[src/rtl/s_aes_iter_core_if.sv]
// -----------------------------------------------------------------------------
// s_aes_iter_core_if
// Purpose : Groups the job-side and result-side handshake of the iterative
//           S-AES engine into one bundle. Carries LANES 16-bit blocks.
// Signals :
//   in_valid  master->slave  source presents a job
//   in_ready  slave->master  engine can accept a job
//   in_mode   master->slave  0 = encrypt, 1 = decrypt
//   in_key    master->slave  16-bit cipher key
//   in_data   master->slave  DW-bit input blocks, lane i = [16i+15:16i]
//   out_valid slave->master  result available
//   out_ready master->slave  sink accepts result
//   out_data  slave->master  DW-bit result, same lane mapping
//   busy      slave->master  engine is not idle
// Modports: master = source/sink side, slave = engine side.
// -----------------------------------------------------------------------------
interface s_aes_iter_core_if #(
    parameter int LANES = 1
);
    localparam int DW = 16 * LANES;

    logic          in_valid;
    logic          in_ready;
    logic          in_mode;
    logic [15:0]   in_key;
    logic [DW-1:0] in_data;
    logic          out_valid;
    logic          out_ready;
    logic [DW-1:0] out_data;
    logic          busy;

    modport master (
        output in_valid,
        output in_mode,
        output in_key,
        output in_data,
        output out_ready,
        input  in_ready,
        input  out_valid,
        input  out_data,
        input  busy
    );

    modport slave (
        input  in_valid,
        input  in_mode,
        input  in_key,
        input  in_data,
        input  out_ready,
        output in_ready,
        output out_valid,
        output out_data,
        output busy
    );
endinterface

[src/rtl/s_aes_iter_core.sv]
// -----------------------------------------------------------------------------
// s_aes_iter_core
// Purpose : Sequential Simplified-AES engine. One key and one mode are shared
//           by LANES independent 16-bit blocks. The initial AddRoundKey happens
//           on the accept edge, then one round per clock (RND1, RND2), and the
//           result is held in DONE until the sink takes it.
// Ports   :
//   clk     in  rising-edge clock
//   rst_n   in  asynchronous active-low reset; aborts any job in flight
//   io_bus  s_aes_iter_core_if.slave (job input, result output, busy)
// Parameters:
//   LANES   number of parallel 16-bit blocks (1..8); must match the interface
// Nibble layout of a block: s00=[15:12], s10=[11:8], s01=[7:4], s11=[3:0].
// Columns are {s00,s10} and {s01,s11}.
// -----------------------------------------------------------------------------
module s_aes_iter_core #(
    parameter int LANES = 1
) (
    input  logic                  clk,
    input  logic                  rst_n,
    s_aes_iter_core_if.slave      io_bus
);
    localparam int DW = 16 * LANES;

    typedef enum logic [1:0] {
        IDLE = 2'd0,
        RND1 = 2'd1,
        RND2 = 2'd2,
        DONE = 2'd3
    } state_e;

    // -------------------------------------------------------------------------
    // Cipher primitives
    // -------------------------------------------------------------------------
    function automatic logic [3:0] sbox(input logic [3:0] n);
        logic [3:0] r;
        case (n)
            4'h0: r = 4'h9;  4'h1: r = 4'h4;  4'h2: r = 4'hA;  4'h3: r = 4'hB;
            4'h4: r = 4'hD;  4'h5: r = 4'h1;  4'h6: r = 4'h8;  4'h7: r = 4'h5;
            4'h8: r = 4'h6;  4'h9: r = 4'h2;  4'hA: r = 4'h0;  4'hB: r = 4'h3;
            4'hC: r = 4'hC;  4'hD: r = 4'hE;  4'hE: r = 4'hF;  default: r = 4'h7;
        endcase
        return r;
    endfunction

    function automatic logic [3:0] inv_sbox(input logic [3:0] n);
        logic [3:0] r;
        case (n)
            4'h0: r = 4'hA;  4'h1: r = 4'h5;  4'h2: r = 4'h9;  4'h3: r = 4'hB;
            4'h4: r = 4'h1;  4'h5: r = 4'h7;  4'h6: r = 4'h8;  4'h7: r = 4'hF;
            4'h8: r = 4'h6;  4'h9: r = 4'h0;  4'hA: r = 4'h2;  4'hB: r = 4'h3;
            4'hC: r = 4'hC;  4'hD: r = 4'h4;  4'hE: r = 4'hD;  default: r = 4'hE;
        endcase
        return r;
    endfunction

    function automatic logic [15:0] sub_nib16(input logic [15:0] s);
        return {sbox(s[15:12]), sbox(s[11:8]), sbox(s[7:4]), sbox(s[3:0])};
    endfunction

    function automatic logic [15:0] inv_sub_nib16(input logic [15:0] s);
        return {inv_sbox(s[15:12]), inv_sbox(s[11:8]),
                inv_sbox(s[7:4]),   inv_sbox(s[3:0])};
    endfunction

    // Swapping s10 and s11 is its own inverse, so one function serves both
    // ShiftRows and InvShiftRows.
    function automatic logic [15:0] shift_rows(input logic [15:0] s);
        return {s[15:12], s[3:0], s[7:4], s[11:8]};
    endfunction

    // GF(2^4) multiply, modulus x^4+x+1 (x^4 folds back to 4'h3).
    function automatic logic [3:0] gf_mul(input logic [3:0] a, input logic [3:0] b);
        logic [3:0] p;
        logic [3:0] aa;
        p  = 4'h0;
        aa = a;
        for (int i = 0; i < 4; i++) begin
            if (b[i]) p = p ^ aa;
            aa = {aa[2:0], 1'b0} ^ (aa[3] ? 4'h3 : 4'h0);
        end
        return p;
    endfunction

    // Column matrix [1 4; 4 1].
    function automatic logic [15:0] mix_col(input logic [15:0] s);
        return {s[15:12] ^ gf_mul(4'h4, s[11:8]),
                gf_mul(4'h4, s[15:12]) ^ s[11:8],
                s[7:4] ^ gf_mul(4'h4, s[3:0]),
                gf_mul(4'h4, s[7:4]) ^ s[3:0]};
    endfunction

    // Column matrix [9 2; 2 9].
    function automatic logic [15:0] inv_mix_col(input logic [15:0] s);
        return {gf_mul(4'h9, s[15:12]) ^ gf_mul(4'h2, s[11:8]),
                gf_mul(4'h2, s[15:12]) ^ gf_mul(4'h9, s[11:8]),
                gf_mul(4'h9, s[7:4])   ^ gf_mul(4'h2, s[3:0]),
                gf_mul(4'h2, s[7:4])   ^ gf_mul(4'h9, s[3:0])};
    endfunction

    function automatic logic [7:0] sub_rot_byte(input logic [7:0] b);
        // RotNib then SubNib on one key byte.
        return {sbox(b[3:0]), sbox(b[7:4])};
    endfunction

    // Returns {K0, K1, K2}.
    function automatic logic [47:0] key_expand(input logic [15:0] key);
        logic [7:0] w0, w1, w2, w3, w4, w5;
        w0 = key[15:8];
        w1 = key[7:0];
        w2 = w0 ^ 8'h80 ^ sub_rot_byte(w1);
        w3 = w2 ^ w1;
        w4 = w2 ^ 8'h30 ^ sub_rot_byte(w3);
        w5 = w4 ^ w3;
        return {w0, w1, w2, w3, w4, w5};
    endfunction

    // -------------------------------------------------------------------------
    // Registers and wires
    // -------------------------------------------------------------------------
    state_e        r_state;
    state_e        w_next_state;
    logic          w_accept;

    logic          r_mode;
    logic [15:0]   r_k0;
    logic [15:0]   r_k1;
    logic [15:0]   r_k2;
    logic [DW-1:0] r_data;
    logic [DW-1:0] r_out;

    logic [47:0]   w_keys;
    logic [DW-1:0] w_init;
    logic [DW-1:0] w_rnd1;
    logic [DW-1:0] w_rnd2;

    // -------------------------------------------------------------------------
    // FSM: state register
    // -------------------------------------------------------------------------
    // NOTE: clocked state uses non-blocking '<=' so every flop samples the
    // pre-edge values of the others, independent of statement order.
    always_ff @(posedge clk or negedge rst_n) begin
        if (!rst_n) begin
            r_state <= IDLE;
        end else begin
            r_state <= w_next_state;
        end
    end

    // -------------------------------------------------------------------------
    // FSM: next state and handshake outputs
    // -------------------------------------------------------------------------
    // NOTE: every signal written here gets a default before the case, so no
    // path leaves it unassigned and no latch is inferred.
    always_comb begin
        w_next_state     = r_state;
        w_accept         = 1'b0;
        io_bus.in_ready  = 1'b0;
        io_bus.out_valid = 1'b0;
        io_bus.busy      = 1'b1;
        case (r_state)
            IDLE: begin
                io_bus.in_ready = 1'b1;
                io_bus.busy     = 1'b0;
                if (io_bus.in_valid) begin
                    w_accept     = 1'b1;
                    w_next_state = RND1;
                end
            end
            RND1: w_next_state = RND2;
            RND2: w_next_state = DONE;
            DONE: begin
                // out_valid is exactly "in DONE"; it comes straight from the
                // state flops, so it is glitch-free and cleared by reset.
                io_bus.out_valid = 1'b1;
                if (io_bus.out_ready) w_next_state = IDLE;
            end
            default: w_next_state = IDLE;
        endcase
    end

    // -------------------------------------------------------------------------
    // Round datapath, identical per lane
    // -------------------------------------------------------------------------
    always_comb begin
        w_keys = key_expand(io_bus.in_key);
        w_init = '0;
        w_rnd1 = '0;
        w_rnd2 = '0;
        for (int l = 0; l < LANES; l++) begin
            // Whitening key: K0 for encrypt, K2 for decrypt.
            w_init[16*l +: 16] = io_bus.in_data[16*l +: 16] ^
                                 (io_bus.in_mode ? w_keys[15:0] : w_keys[47:32]);
            if (r_mode) begin
                w_rnd1[16*l +: 16] = inv_mix_col(inv_sub_nib16(shift_rows(r_data[16*l +: 16])) ^ r_k1);
                w_rnd2[16*l +: 16] = inv_sub_nib16(shift_rows(r_data[16*l +: 16])) ^ r_k0;
            end else begin
                w_rnd1[16*l +: 16] = mix_col(shift_rows(sub_nib16(r_data[16*l +: 16]))) ^ r_k1;
                w_rnd2[16*l +: 16] = shift_rows(sub_nib16(r_data[16*l +: 16])) ^ r_k2;
            end
        end
    end

    // -------------------------------------------------------------------------
    // Datapath registers. Mode and round keys are latched on accept, so input
    // changes while a job is in flight cannot disturb it.
    // -------------------------------------------------------------------------
    // NOTE: the key and state registers are plain flops, not a memory array,
    // so they take the async reset; clearing them guarantees no stale result
    // or key material is visible after an aborted job.
    always_ff @(posedge clk or negedge rst_n) begin
        if (!rst_n) begin
            r_mode <= 1'b0;
            r_k0   <= '0;
            r_k1   <= '0;
            r_k2   <= '0;
            r_data <= '0;
            r_out  <= '0;
        end else begin
            if (w_accept) begin
                r_mode <= io_bus.in_mode;
                r_k0   <= w_keys[47:32];
                r_k1   <= w_keys[31:16];
                r_k2   <= w_keys[15:0];
                r_data <= w_init;
            end
            if (r_state == RND1) begin
                r_data <= w_rnd1;
            end
            // out_data only changes at the RND2 edge and keeps its value after
            // the result is consumed.
            if (r_state == RND2) begin
                r_out <= w_rnd2;
            end
        end
    end

    assign io_bus.out_data = r_out;

endmodule

[src/flat_wrapper.sv]
// flat-port wrapper written by rule: the top's interface ports become plain ports
module s_aes_iter_core_flat 
#(
    parameter int LANES = 1
)
  (clk, rst_n, io_bus_in_valid, io_bus_in_mode, io_bus_in_key, io_bus_in_data, io_bus_out_ready, io_bus_in_ready, io_bus_out_valid, io_bus_out_data, io_bus_busy);
  s_aes_iter_core_if #(.LANES(LANES)) io_bus_i ();
  input  logic clk;
  input  logic rst_n;
  input wire logic [$bits(io_bus_i.in_valid)-1:0] io_bus_in_valid;
  input wire logic [$bits(io_bus_i.in_mode)-1:0] io_bus_in_mode;
  input wire logic [$bits(io_bus_i.in_key)-1:0] io_bus_in_key;
  input wire logic [$bits(io_bus_i.in_data)-1:0] io_bus_in_data;
  input wire logic [$bits(io_bus_i.out_ready)-1:0] io_bus_out_ready;
  output wire logic [$bits(io_bus_i.in_ready)-1:0] io_bus_in_ready;
  output wire logic [$bits(io_bus_i.out_valid)-1:0] io_bus_out_valid;
  output wire logic [$bits(io_bus_i.out_data)-1:0] io_bus_out_data;
  output wire logic [$bits(io_bus_i.busy)-1:0] io_bus_busy;
  assign io_bus_i.in_valid = io_bus_in_valid;
  assign io_bus_i.in_mode = io_bus_in_mode;
  assign io_bus_i.in_key = io_bus_in_key;
  assign io_bus_i.in_data = io_bus_in_data;
  assign io_bus_i.out_ready = io_bus_out_ready;
  assign io_bus_in_ready = io_bus_i.in_ready;
  assign io_bus_out_valid = io_bus_i.out_valid;
  assign io_bus_out_data = io_bus_i.out_data;
  assign io_bus_busy = io_bus_i.busy;
  s_aes_iter_core #(.LANES(LANES)) u_core (.clk(clk), .rst_n(rst_n), .io_bus(io_bus_i));
endmodule
[config.mk]
export PLATFORM = sky130hd
export DESIGN_NAME = s_aes_iter_core_flat
export DESIGN_NICKNAME = d
export VERILOG_FILES = /design/src/rtl/s_aes_iter_core_if.sv /design/src/rtl/s_aes_iter_core.sv /design/src/flat_wrapper.sv
export SDC_FILE = /design/constraint.sdc
export NUM_CORES = 1
export LEC_CHECK = 0
export BUFFER_PORTS_ARGS = -buffer_cell sky130_fd_sc_hd__buf_2
export CAP_MARGIN = 40
export CORE_ASPECT_RATIO = 1.25
export CORE_MARGIN = 2
export CORE_UTILIZATION = 45
export DETAILED_ROUTE_END_ITERATION = 8
export SLEW_MARGIN = 25
export SYNTH_ARGS = -nofsm -noshare
export SYNTH_HDL_FRONTEND = slang
export SYNTH_SLANG_ARGS = --single-unit
export TNS_END_PERCENT = 20
[constraint.sdc]
create_clock -name clk -period 2.65 [get_ports clk]
set_input_delay 0.265 -clock clk [delete_from_list [all_inputs] [get_ports clk]]
set_output_delay 0.265 -clock clk [all_outputs]
set_load 0.005 [all_outputs]
==> results of run 1 <==
critical path: cells and delay by family:
family / cells / cell delay [ns]
AO/OA/AOI/OAI: 3 / 0.68
XOR/XNOR: 3 / 0.61
multiplexers: 1 / 0.51
adder cells (fa/ha/maj): 2 / 0.43
buffers and inverters: 4 / 0.22
AND/OR/NAND/NOR: 1 / 0.13
Yosys cell counts, drive strengths merged, types with 3 or more instances:
master / count
xnor3: 7
o21a: 4
nor3b: 6
dfrtp: 83
mux2i: 9
nand2: 91
xor2: 57
nand3b: 6
o221ai: 4
inv: 43
buf: 15
nor3: 17
clkbuf: 35
nand4: 3
mux4: 4
o311a: 3
a21oi: 40
xnor2: 97
nor2b: 13
nor2: 42
o31ai: 5
and3b: 3
nand3: 5
o21ai: 81
ha: 38
o22ai: 7
a211o: 5
mux2: 17
a211oi: 8
or3: 8
a31oi: 6
a221oi: 3
nand2b: 6
o211ai: 23
layer usage:
layer | track usage (%) | vias to the layer above | wire length (µm)
met1 | 31.2 | 3030 | 9130
met5 | 0 | - | 0
li1 | - | 3081 | -
met2 | 43.7 | 151 | 10700
met3 | 2.89 | 35 | 675
met4 | 9.46 | 0 | 633
final cells by class:
class	count	area [µm²]
Timing Repair Buffer	147	1040
Fill cell	1505	7250
Clock inverter	3	65.1
Multi-Input combinational cell	655	4960
Inverter	44	173
Tap cell	216	270
Sequential cell	83	2080
Clock buffer	11	233
cells in the final DEF, fill, tap and decap left out, drive strengths merged, types with 3 or more instances in the layout:
cell / netlist / final
a211o: 5 / 5
a211oi: 8 / 8
a21oi: 40 / 40
a221oi: 3 / 3
a31oi: 6 / 6
and3b: 3 / 3
buf: 15 / 146
clkbuf: 35 / 11
dfrtp: 83 / 83
ha: 38 / 38
inv: 43 / 43
mux2: 17 / 17
mux2i: 9 / 9
mux4: 4 / 4
nand2: 91 / 91
nand2b: 6 / 6
nand3: 5 / 5
nand3b: 6 / 6
nand4: 3 / 3
nor2: 42 / 42
nor2b: 13 / 13
nor3: 17 / 17
nor3b: 6 / 6
o211ai: 23 / 23
o21a: 4 / 4
o21ai: 81 / 81
o221ai: 4 / 4
o22ai: 7 / 7
o311a: 3 / 3
o31ai: 5 / 5
or3: 8 / 8
xnor2: 97 / 97
xnor3: 7 / 7
xor2: 57 / 57
logic make-up (layout without fill, tap and decap cells):
kind of cell	Yosys count	count (layout)	share of synthesized area [%]
adder cells (fa/ha/maj)	38	38	6.49
AND/OR/NAND/NOR	213	213	13.8
multiplexers	30	30	5.07
XOR/XNOR	162	162	21.8
AO/OA/AOI/OAI	212	212	19.2
flip-flops	83	83	28.4
buffers and inverters	94	205	5.31
sequential cells by signal, summed over array words and instances, names as in the netlist:
register	count
u_core.r_k2	16
u_core.r_mode	1
u_core.r_state	2
u_core.r_k1	16
u_core.r_k0	16
u_core.io_bus.out_data	16
u_core.r_data	16
stage by stage:
| stage | cell area [µm²] | util, % | cells |
|---|---|---|---|
| 6_report | 8820 | 54.9 | 1159 |
| 4_1_cts | 8740 | 54.4 | 1158 |
| 3_3_place_gp | 8410 | 52.3 | 1142 |
| 2_1_floorplan | 7370 | - | 832 |
| 3_5_place_dp | 8410 | 52.3 | 1142 |
| 5_1_grt | 8820 | 54.9 | 1159 |
power by group:
part	leakage [nW]	internal, mW	switching (mW)
registers	1.00	1.93	0.793
clock network	0.145	0.814	0.493
logic	2.79	4.27	4.53
worst paths after layout:
| kind | end | slack [ns] | startpoint |
|---|---|---|---|
| max | u_core.r_data[12] | 0.05 | io_bus_in_key[5] |
| min in group asynchronous | u_core.io_bus.out_data[0] | 0.49 | rst_n |
| max reg2reg | u_core.r_data[12] | 0.13 | u_core.r_data[12] |
| min reg2reg | u_core.r_k2[12] | 0.51 | u_core.r_k2[12] |
| max in group asynchronous | u_core.r_data[13] | 1.50 | rst_n |
| min | u_core.r_data[12] | 0.20 | io_bus_in_data[12] |
timing repair:
item                       CTS  global route
setup endpoints to repair    3            10
hold buffers                 1             0
pin swaps                    2             5
hold endpoints to repair    46             0
resized for setup            2            22
buffers inserted             1             1
==> out/qor.yml, run 1 <==
synth_nets: 907
vias: 6297
crit_chain: "buf_8, inv_4, ha_4, inv_2, mux4_2, xnor2_4, xnor2_4, inv_4, ha_4, and2_4, o31a_4, xor2_2, a211o_1, o311ai_1"
place.gp.congestion: 0.924
synth_top_area_cell: "dfrtp_1"
setup_violations: 0
ys_async_sr_fraction_pct: 100
syn_inst: 832
setup_tns_ns: 0
rsz0062_at_grt: "yes"
slew_headroom_pct: 56.8
critPathKind: "in -> reg"
fin_crit_ns: 2.60
die_area_um2: 17300
antenna_found_initial: 0
ys_ff_latch: 83
area_growth_pct: 20.4
drtIter0Drc: 441
dp_hpwl_um: 17000
synthTopCellsByArea: "dfrtp_1 28%, xnor2_1 11%, xor2_1 6.6%"
worstHoldPathType: "in -> reg"
synth-main-ff-cell: "dfrtp_1"
reg2reg_depth: 10
viasPerCell: 5.43
hold_viol: 0
dp_slack_ns: -0.427
holdWs_ns: 0.202
cts.sinks: 83
cp.required_ns: 2.88
synth_edf_count: 0
power_density_nw_per_um2: 1450
cp_slowest_cell: "mux4_2"
cpPeakStageDelay_ns: 0.51
cts_buffer_depth: 2
fp.dieW_um: 118
status: "completed"
cts_tree: "done"
io_pins: 56
start_util_pct: 45.6
cts_root_buf: "clkbuf_16"
yosysTopAreaCellShare_pct: 28.4
drive_above_1_share_pct: 23.5
clock.fmax_mhz: 385
drc: 0
num-nets-final: 1015
worst_slew_pin_slew_ns: 0.648
die_y_um: 147
drtPass1Iterations: 5
end_kind: "flop"
syn_avg_cell_area_um2: 8.81
leakage_nw: 3.93
wirelength_um: 21100
grt_pass1_wl_um: 33600
grt_pass1_vias: 6182
htreeDepth: 3
finalWorstSetupSlack_ns: 0.0550
total_power_mw: 12.8
grt_max_degree: 57
slew_violations: 0
clock_skew_ns: 0.00508
diodes: 0
ir_drop_v: 0.000576
grt_remaining_overflow: 0
ys_warn_count: 0
clk_pin_slew_worst_paths_ns: 0.06
clock_latency_ns: 0.34
critPathLaunchType: "input port"
syn_area_um2: 7330
min_delay_path_depth: 2
post-route-period-util_pct: 97.9
grt_usage_pct: 24.9
cp_max_fo: 4
wl_per_cell_um: 18.2
core_um2: 16100
num_rows: 52
cts-buffers-inserted: 9
arrival_ns: 2.83
cap_violations: 0
port_buffers: 55
yosysSeqAreaShare_pct: 28.4
route.antenna.remaining_nets: 0
synthDistinctLibCells: 81
No activity file was read; power rests on OpenSTA's default activity.
==> run 2, diff against run 1 <==
--- a/config.mk
+++ b/config.mk
@@ -10,6 +10,7 @@
 export CORE_ASPECT_RATIO = 1.25
 export CORE_MARGIN = 2
 export CORE_UTILIZATION = 45
+export CTS_BUF_LIST = sky130_fd_sc_hd__clkbuf_2
 export DETAILED_ROUTE_END_ITERATION = 8
 export SLEW_MARGIN = 25
 export SYNTH_ARGS = -nofsm -noshare
==> out/qor.yml, run 2 (same netlist as run 1, synthesis figures left out) <==
status: "completed"
wl_per_cell_um: 18.2  # about the same
drc: 0  # unchanged
worstHoldPathType: "in -> reg"
cp_max_fo: 3  # -1
arrival_ns: 2.99  # +0.16 ns
total_power_mw: 12.3  # -4.0%
grt_max_degree: 57  # unchanged
die_area_um2: 17300  # unchanged
cp.required_ns: 3.08  # +0.20 ns
final_cells: 1164  # +0.43%
p_sw_share_pct: 47.1  # +1.8 points
antenna_found_initial: 1  # +1
finalWorstSetupSlack_ns: 0.0867  # +0.0318 ns
clock.fmax_mhz: 390  # +1.2%
worstSetupStartpoint: "u_core.r_data[12]"
pwr-share-clk_pct: 6.0  # -4.2 points
start_util_pct: 45.6  # unchanged
drive_above_1_share_pct: 23.0  # -0.52 points
slew_headroom_pct: 55.7  # -1.1 points
rr_startpoint: "u_core.r_data[12]"
grt_pass1_wl_um: 33500  # -0.35%
critPathKind: "reg -> reg"
hold_viol: 0  # unchanged
drtPass1Iterations: 5  # unchanged
reg2reg_to: "u_core.r_data[13]"
port_buffers: 55  # unchanged
fin_area_um2: 8610  # -2.4%
p_seq_share_pct: 21.9  # +0.7 points
reg2reg_depth: 9  # -1
post-route-period-util_pct: 96.7  # -1.2 points
dp_hpwl_um: 17000  # unchanged
final_common_cell: "xnor2_1"
place.gp.congestion: 0.924  # unchanged
crit_path_end: "u_core.r_data[13]"
worst_slew_pin_slew_ns: 0.665  # +0.0170 ns
dp_slack_ns: -0.427  # unchanged
core_um2: 16100  # unchanged
cap_violations: 0  # unchanged
post_dp_cell_area_um2: 8410  # unchanged
die_y_um: 147  # unchanged
num_rows: 52  # unchanged
reg2reg_setup_slack_ns: 0.09  # -0.04 ns
route.antenna.remaining_nets: 0  # unchanged
num-nets-final: 1019  # +0.39%
cts_root_buf: "clkbuf_2"
vias: 6366  # +1.1%
cts_tree: "done"
power_density_nw_per_um2: 1430  # -1.6%
grt_remaining_overflow: 0  # unchanged
fp.dieW_um: 118  # unchanged
cts-buffers-inserted: 9  # unchanged
internal-power_mw: 6.52  # -7.1%
final_util_pct: 53.6  # -1.3 points
viasPerCell: 5.47  # +0.66%
setup_violations: 0  # unchanged
switchingPower_mw: 5.80  # -0.30%
clock_skew_ns: 0.0360  # +0.0309 ns
combPwrFrac_pct: 72.1  # +3.5 points
cts_buffer_depth: 2  # unchanged
end_kind: "flop"
mostFrequentLayoutCells: "93 x xnor2_1, 90 x nand2_1, 90 x buf_4"
htreeDepth: 3  # unchanged
clock_latency_ns: 0.53  # +0.19 ns
critPathLaunchType: "flop"
placed_cells: 1142  # unchanged
setup_tns_ns: 0  # unchanged
grt_pass1_vias: 6160  # -0.36%
rsz0062_at_grt: "yes"
wirelength_um: 21200  # +0.39%
slew_violations: 0  # unchanged
holdWs_ns: 0.0462  # -0.155 ns
fin_crit_ns: 2.56  # -0.0318 ns
drtIter0Drc: 425  # -3.6%
cts.sinks: 83  # unchanged
area_growth_pct: 17.5
ir_drop_v: 0.000531  # -7.8%
clk_pin_slew_worst_paths_ns: 0.20  # +0.14 ns
io_pins: 56  # unchanged
leakage_nw: 3.87  # -1.5%
grt_usage_pct: 24.7  # -0.23 points
==> run 2: power by group through the flow <==
stage | clock network [mW] | registers [mW] | logic (mW)
detailed placement | 0 | 2.72 | 8.70
global route | 0.807 | 2.79 | 9.76
floorplan | 0 | 2.38 | 6.64
CTS | 0.752 | 2.69 | 8.75
finish | 0.739 | 2.70 | 8.88
global placement | 0 | 2.69 | 8.51
==> run 2: final cells by class <==
type	instances	area, µm²
inverters	44	170
well taps	216	270
repair buffers	151	1060
clock buffers	11	55.1
diodes	1	2.50
flip-flops and latches	83	2080
multi-input cells	655	4910
fillers	1542	7460
clock inverters	3	65.1
==> run 2: metal layers <==
metal	track usage [%]	routed length (µm)	vias up
li1	-	-	3093
met3	2.34	547	34
met2	43.4	10700	145
met1	31.5	9360	3094
met5	0	0	-
met4	8.61	587	0
==> run 2: worst min-delay path by stage <==
stage	cells past startpoint	to	slack [ns]	from
after global placement	1	u_core.io_bus.out_data[3]	0.33	rst_n
after global routing	3	u_core.r_data[8]	0.01	io_bus_in_data[8]
after CTS	3	u_core.r_data[13]	0.008	io_bus_in_data[13]
final	3	u_core.r_data[8]	0.05	io_bus_in_data[8]
after detailed placement	1	u_core.io_bus.out_data[3]	0.34	rst_n
after floorplan	0	u_core.io_bus.out_data[0]	-0.03	rst_n
==> run 2: worst max-delay path: stages, from the launching register on <==
cell       delay (ns)
dfrtp_1          0.45
buf_4            0.15
ha_1             0.23
mux2_2           0.29
o2bb2ai_1        0.33
xor2_1           0.30
xnor3_1          0.37
mux2i_1          0.19
a21oi_1          0.11
o31ai_1          0.07
==> run 2: timing repair <==
item,CTS,global route
endpoints found under the hold margin,47,1
setup endpoints to repair,0,6
hold buffers,2,1
gates resized for setup,0,7
setup buffers,0,4
